### src/rtl/seq_chunk_adder.sv
// Multi-cycle adder/subtractor: CHUNK bits per clock, carry rippled through r_carry.
// Optional SEQ_CHUNK_ADDER_ACC_EN adds an acc port that takes operand A from the sum register.
module seq_chunk_adder #(
  parameter int WIDTH = 16,
  parameter int CHUNK = 4
) (
  input  logic             clk,
  input  logic             rst,
  input  logic             start,
  input  logic [WIDTH-1:0] a,
  input  logic [WIDTH-1:0] b,
  input  logic             cin,
  input  logic             sub,
`ifdef SEQ_CHUNK_ADDER_ACC_EN
  input  logic             acc,
`endif
  output logic             busy,
  output logic             done,
  output logic [WIDTH-1:0] sum,
  output logic             cout,
  output logic             ovf
);
  localparam int NCH = WIDTH / CHUNK;
  localparam int CW  = (NCH > 1) ? $clog2(NCH) : 1;

  typedef enum logic [1:0] {S_IDLE, S_RUN, S_DONE} state_t;

  state_t           r_state, w_next;
  logic [WIDTH-1:0] r_a, r_b, r_res, r_sum;
  logic             r_carry, r_cout, r_ovf;
  logic [CW-1:0]    r_cnt;
  logic [WIDTH-1:0] w_res, w_a_src;
  logic [CHUNK:0]   w_ch;
  logic             w_accept, w_last, w_c_msb;

  assign w_accept = start && (r_state != S_RUN);
  assign w_last   = (r_cnt == CW'(NCH - 1));

`ifdef SEQ_CHUNK_ADDER_ACC_EN
  assign w_a_src = acc ? r_sum : a;
`else
  assign w_a_src = a;
`endif

  // One chunk slice per cycle; r_res collects the partial result out of sight of sum.
  always_comb begin
    w_res = r_res;
    w_ch  = {1'b0, r_a[r_cnt*CHUNK +: CHUNK]} + {1'b0, r_b[r_cnt*CHUNK +: CHUNK]}
          + {{CHUNK{1'b0}}, r_carry};
    w_res[r_cnt*CHUNK +: CHUNK] = w_ch[CHUNK-1:0];
  end

  // Carry into the MSB recovered from the MSB's own sum bit.
  assign w_c_msb = r_a[WIDTH-1] ^ r_b[WIDTH-1] ^ w_ch[CHUNK-1];

  always_comb begin
    w_next = r_state;
    case (r_state)
      S_IDLE, S_DONE: w_next = start ? S_RUN : S_IDLE;
      S_RUN:          if (w_last) w_next = S_DONE;
      default:        w_next = S_IDLE;
    endcase
  end

  always_ff @(posedge clk or posedge rst) begin
    if (rst) r_state <= S_IDLE;
    else     r_state <= w_next;
  end

  always_ff @(posedge clk or posedge rst) begin
    if (rst) begin
      r_a     <= '0;
      r_b     <= '0;
      r_res   <= '0;
      r_carry <= 1'b0;
      r_cnt   <= '0;
      r_sum   <= '0;
      r_cout  <= 1'b0;
      r_ovf   <= 1'b0;
    end else if (w_accept) begin
      r_a     <= w_a_src;
      r_b     <= sub ? ~b : b;
      r_carry <= sub ? 1'b1 : cin;
      r_cnt   <= '0;
      r_res   <= '0;
    end else if (r_state == S_RUN) begin
      r_res   <= w_res;
      r_carry <= w_ch[CHUNK];
      r_cnt   <= r_cnt + 1'b1;
      if (w_last) begin
        r_sum  <= w_res;
        r_cout <= w_ch[CHUNK];
        r_ovf  <= w_ch[CHUNK] ^ w_c_msb;
      end
    end
  end

  assign busy = (r_state == S_RUN);
  assign done = (r_state == S_DONE);
  assign sum  = r_sum;
  assign cout = r_cout;
  assign ovf  = r_ovf;
endmodule

### config.mk
export PLATFORM = sky130hd
export DESIGN_NAME = seq_chunk_adder
export DESIGN_NICKNAME = d
export VERILOG_FILES = /design/src/rtl/seq_chunk_adder.sv
export SDC_FILE = /design/constraint.sdc
export NUM_CORES = 1
export LEC_CHECK = 0
export BUFFER_PORTS_ARGS = -buffer_cell sky130_fd_sc_hd__buf_2
export CORE_AREA = 2 2 83 85
export CTS_BUF_LIST = sky130_fd_sc_hd__clkbuf_2 sky130_fd_sc_hd__clkbuf_4 sky130_fd_sc_hd__clkbuf_8
export DETAILED_ROUTE_END_ITERATION = 12
export DIE_AREA = 0 0 85 87
export PLACE_DENSITY = 0.85
export SYNTH_ARGS = -nofsm -noshare
export SYNTH_HDL_FRONTEND = slang
export SYNTH_SLANG_ARGS = --single-unit
### constraint.sdc
create_clock -name clk -period 8.1 [get_ports clk]
set_clock_uncertainty 0.15 [all_clocks]
set_input_delay 0.405 -clock clk [delete_from_list [all_inputs] [get_ports clk]]
set_output_delay 0.405 -clock clk [all_outputs]
set_load 0.02 [all_outputs]
## Word-level counts from Yosys, hierarchy flattened

Cells that the tools add are included.

| storage, ports and cells | value |
|---|---|
| flip-flop bits (word level) | 71 |
| word-level logic and storage cells | 44 |

| operators by class | value |
|---|---|
| add/subtract/negate cells | 4 |
| equality and inequality tests | 5 |
| shift operators | 4 |
| mux-type cells | 12 |
| bitwise gates (word level) | 5 |
| reductions and logical operators | 5 |

Operators with widths:

| kind | count |
|---|---|
| $mux W16 | 3 |
| $neg A4 Y34 | 1 |
| $shift A4 B34 Y16 const A | 1 |
| $shiftx A4 B34 Y16 | 1 |
| $shiftx A16 B5 Y4 | 2 |
| $bwmux W16 | 1 |
| $not A16 Y16 | 1 |
| $mux W2 | 3 |
| $add A4 B4 Y5 | 1 |
| $add A5 B1 Y5 | 1 |
| $eq A2 B2 Y1 const B | 2 |
| $mux W1 | 4 |
| $ne A2 B1 Y1 const B | 2 |
| $pmux W2 S2 | 1 |
| $reduce_and A3 Y1 | 1 |
| $xor A1 B1 Y1 | 3 |
| $add A2 B1 Y2 const B | 1 |
| $eq A2 B1 Y1 const B | 1 |
| $logic_not A2 Y1 | 1 |
| $reduce_bool A2 Y1 | 1 |
| $reduce_or A2 Y1 | 1 |
| $logic_and A1 B1 Y1 | 1 |
| $not A1 Y1 | 1 |

## Depth between registers and ports, before layout

| logic depth | value |
|---|---|
| word-level depth | 7 |
| depth in mapped cells | 8 |

## Worst setup path after synthesis

No wires, ideal clock.

| path | value |
|---|---|
| path type | reg-to-reg |
| start | register r_cnt[0] |
| end | register r_ovf, in the netlist ovf |
| library setup time | 0.095 ns |
| data arrival time | 2.748 ns |
| data required time | 7.855 ns |
| path slack | 5.106 ns |
| stages on the path, launching flop included | 9 |
| path buffers | 1 |
| cells stage by stage | dfrtp_1 buf_6 mux4_2 fa_1 fa_1 a21o_2 a211oi_1 a211oi_1 o31ai_1 |

| between the ends | value |
|---|---|
| word-level cells in the longest chain between the ends | 5 |
| elaborated cells on any way between the ends | 8 |
| those cells by class | add/sub (2); eq/ne (1); shift (2); bitwise (2); reduce/logical (1) |

Ends and longest elaborated chain:

| element | line | RTL |
|---|---|---|
| start: declaration | 31 | `logic [CW-1:0] r_cnt;` |
| start signal: assignment | 89 | `r_cnt <= r_cnt + 1'b1;` |
| $shiftx A16 B5 Y4 | 48 | `w_ch = {1'b0, r_a[r_cnt*CHUNK +: CHUNK]} + {1'b0, r_b[r_cnt*CHUNK +: CHUNK]}` |
| $add A4 B4 Y5 | 48 |  |
| $add A5 B1 Y5 | 49 | `+ {{CHUNK{1'b0}}, r_carry};` |
| $xor A1 B1 Y1 | 54 | `assign w_c_msb = r_a[WIDTH-1] ^ r_b[WIDTH-1] ^ w_ch[CHUNK-1];` |
| $xor A1 B1 Y1 | 93 | `r_ovf <= w_ch[CHUNK] ^ w_c_msb;` |
| end signal: assignment | 93 |  |
| end: declaration | 30 | `logic r_carry, r_cout, r_ovf;` |

Several ways; a longest one is shown, not always the timed one.
A chain may end at the register's enable or synchronous reset.

## Worst setup path in the final report

Ends and elaborated chain as after synthesis.

==> qor.csv <==
stage,metric,value,unit
status,status,finished clean,
placement,routabilityCongestion,0.844,
cts,cts_sinks,71,
critical_path,critPathRequiredTime,8.21,ns
sta,hold_ws,0.125,ns
power_and_ir_drop,peakVddDrop,0.000248,V
floorplan,ios,57,
global_route,gr-total-overflow,0,
drt,ant_nets,0,
sta,rsz0062_at_grt,false,
yosys,synth_seq_cells,71,
critical_path,rr_endpoint,ovf,
global_route,antenna_found_initial,0,
drt,drt-initial-drc-count,117,
hold_path,hold_depth,2,
yosys,synth_cell_types,43,
drt,drtPass1Iterations,4,
floorplan,die_area,0.00740,mm2
finish,area_delta_synth_final,15.7,%
hold_path,hold_path.class,in2reg,
hold_path,min_from,start,
yosys,synth_flop_cell,dfrtp_1,
job,maxCapViolations,0,
critical_path,rrSetupSlack,4.66,ns
global_route,grt_pass1_wl,12100,um
sta,max_freq,291,MHz
hold_path,min_to,r_cnt[1],
yosys,ys_async_sr_fraction,100,%
drt,drc,0,
sta,hold_viol,0,
floorplan,die_y,87,um
finish,design_area,0.00394,mm2
cts,cts_tree,yes,
sta,relSlewSlack,41.2,%
finish,layout_common_cells,"dfrtp_1 (71), buf_2 (56), nand2_1 (29), o21ai_0 (27), xnor2_1 (17)",
global_route,grtUsageTotal,21.3,%
power_and_ir_drop,p_leak,1.82,nW
critical_path,crit_slowest_cell,dfrtp_1,
floorplan,core_area,0.00657,mm2
power_and_ir_drop,total_power,1.92,mW
critical_path,slowest_delay,0.81,ns
critical_path,critPathCaptureType,register,
global_route,grt_pass1_vias,2589,
yosys,syn-mean-instance-area,11.8,um2
floorplan,start_util,51.9,%
placement,dp_hpwl,4940,um
cts,numCtsBuffers,9,
yosys,syn_nets,337,
power_and_ir_drop,p_per_area,486,mW/mm2
cts,hold_buffers,0,
drt,drt-total-wl,7040,um
finish,ff_latch_area,0.00178,mm2
critical_path,path_delay_family,adder cells,
yosys,synth_edf_count,0,
critical_path,crit_buf_inv,0,
critical_path,crit_arrival,3.54,ns
sta,final.min_clock_period,3.44,ns
critical_path,crit_fanout,14,
cts,root_buffer,clkbuf_8,
yosys,synth_area,0.00341,mm2
critical_path,crit_type,reg2reg,
sta,tightest_slew,0.883,ns
drt,wl_per_cell,16.6,um
cts,htree_levels,3,
finish,finalNetCount,388,
finish,nFillCells,552,
cts,cts_buffer_depth,2,
cts,cts_setup_buffers,0,
finish,final_common_cell,dfrtp_1,
placement,dpl-instance-area,0.00371,mm2
yosys,yosysSeqAreaShare,52.1,%
critical_path,crit_chain,mux4_2 -> fa_1 -> fa_1 -> a21o_2 -> a211oi_1 -> a211oi_1 -> o31ai_1,
critical_path,cp-start-kind,register,
global_route,grt_max_degree,72,
floorplan,die_x,85,um
drt,vias,2417,
sta,tns,0,ns
drt,vias_per_cell,5.69,
cts,cts_resized,0,
placement,portBuffers,56,
sta,setup_violations,0,
finish,multiInputGateArea,0.00150,mm2
cts,cts.reportedPaths.clkPinSlew,0.07,ns
critical_path,r2r-start,r_cnt[0],
finish,n_antenna_cell,0,
cts,clk_latency,0.35,ns
floorplan,rows,30,
sta,drv_slew,0,
yosys,yosys_warnings,0,
yosys,synth_cells,289,
finish,drive_above_1_share,30.7,%
critical_path,rr_worst_depth,7,
sta,fin_crit_sh,42.5,%
## worst register-to-register path: cells and delay by family (launching register included)
kind | cells | cell delay [ns]
adder cells (fa/ha/maj) | 2 | 0.88
multiplexers | 1 | 0.62
flip-flops | 1 | 0.81
AO/OA/AOI/OAI | 4 | 0.88
## power breakdown
part	switching (mW)	internal, mW
sequential	0.114	0.511
combinational	0.582	0.386
clock	0.128	0.197
total	0.823	1.09
## how the worst max path moves through the flow
stage,start,endpoint,slack (ns),cells after the start
finish,r_cnt[0],ovf,4.66,7
global route,r_cnt[0],ovf,4.42,7
CTS,r_cnt[0],ovf,4.61,7
detailed placement,r_cnt[0],ovf,4.65,7
global placement,r_cnt[0],ovf,4.76,7
floorplan,r_cnt[0],ovf,5.11,8
## routing by layer
| metal | global-route usage (%) | up-vias | routed length [um] |
|---|---|---|---|
| li1 | - | 1160 | - |
| met4 | 9.96 | 0 | 191 |
| met1 | 24.6 | 1155 | 2880 |
| met5 | 0 | - | 0 |
| met2 | 36.6 | 82 | 3560 |
| met3 | 6.26 | 20 | 400 |
## final cells by class
class	count	share of cell area (%)
flip-flops and latches	71	45.1
multi-input cells	190	38.1
repair buffers	58	7.49
clock buffers	13	4.22
well taps	80	2.54
clock inverters	3	1.65
inverters	10	0.952
## stage by stage
step	instances	util (%)	setup slack (ns)
floorplan	289	-	5.11
global route	425	60.0	4.42
detailed placement	409	56.5	4.65
global placement	409	56.5	4.76
CTS	425	60.0	4.61
finish	425	60.0	4.66
## flip-flops by register name, indices dropped and copies added, names as in the netlist
| register | count |
|---|---|
| r_state | 2 |
| r_a | 16 |
| r_res | 16 |
| cout | 1 |
| ovf | 1 |
| r_cnt | 2 |
| r_carry | 1 |
| sum | 16 |
| r_b | 16 |
## cells in the mapped netlist, types with 4 or more instances
cell type | number | area, um2
dfrtp_1 | 71 | 1780
nand2_1 | 29 | 109
o21ai_0 | 27 | 135
xnor2_1 | 17 | 149
mux2_2 | 16 | 180
a21oi_1 | 14 | 70.1
a32o_1 | 12 | 120
a221oi_1 | 9 | 78.8
ha_1 | 9 | 113
nor2_1 | 9 | 33.8
inv_1 | 8 | 30.0
mux4_2 | 8 | 180
buf_2 | 7 | 35.0
clkbuf_1 | 7 | 26.3
a22o_1 | 4 | 35.0
nand3_1 | 4 | 20.0
## cell families after synthesis
| logic type | count (synthesis) | share of synthesized area, % |
|---|---|---|
| muxes | 24 | 10.6 |
| and+or+nand+nor | 53 | 7.38 |
| adders and majority gates | 11 | 4.48 |
| buffers and inverters | 28 | 3.78 |
| xor gates and xnor gates | 18 | 4.63 |
| AOI/OAI and AO/OA | 84 | 17.0 |
| DFF | 71 | 52.1 |
Note: power is estimated with default switching activity, not from simulation.
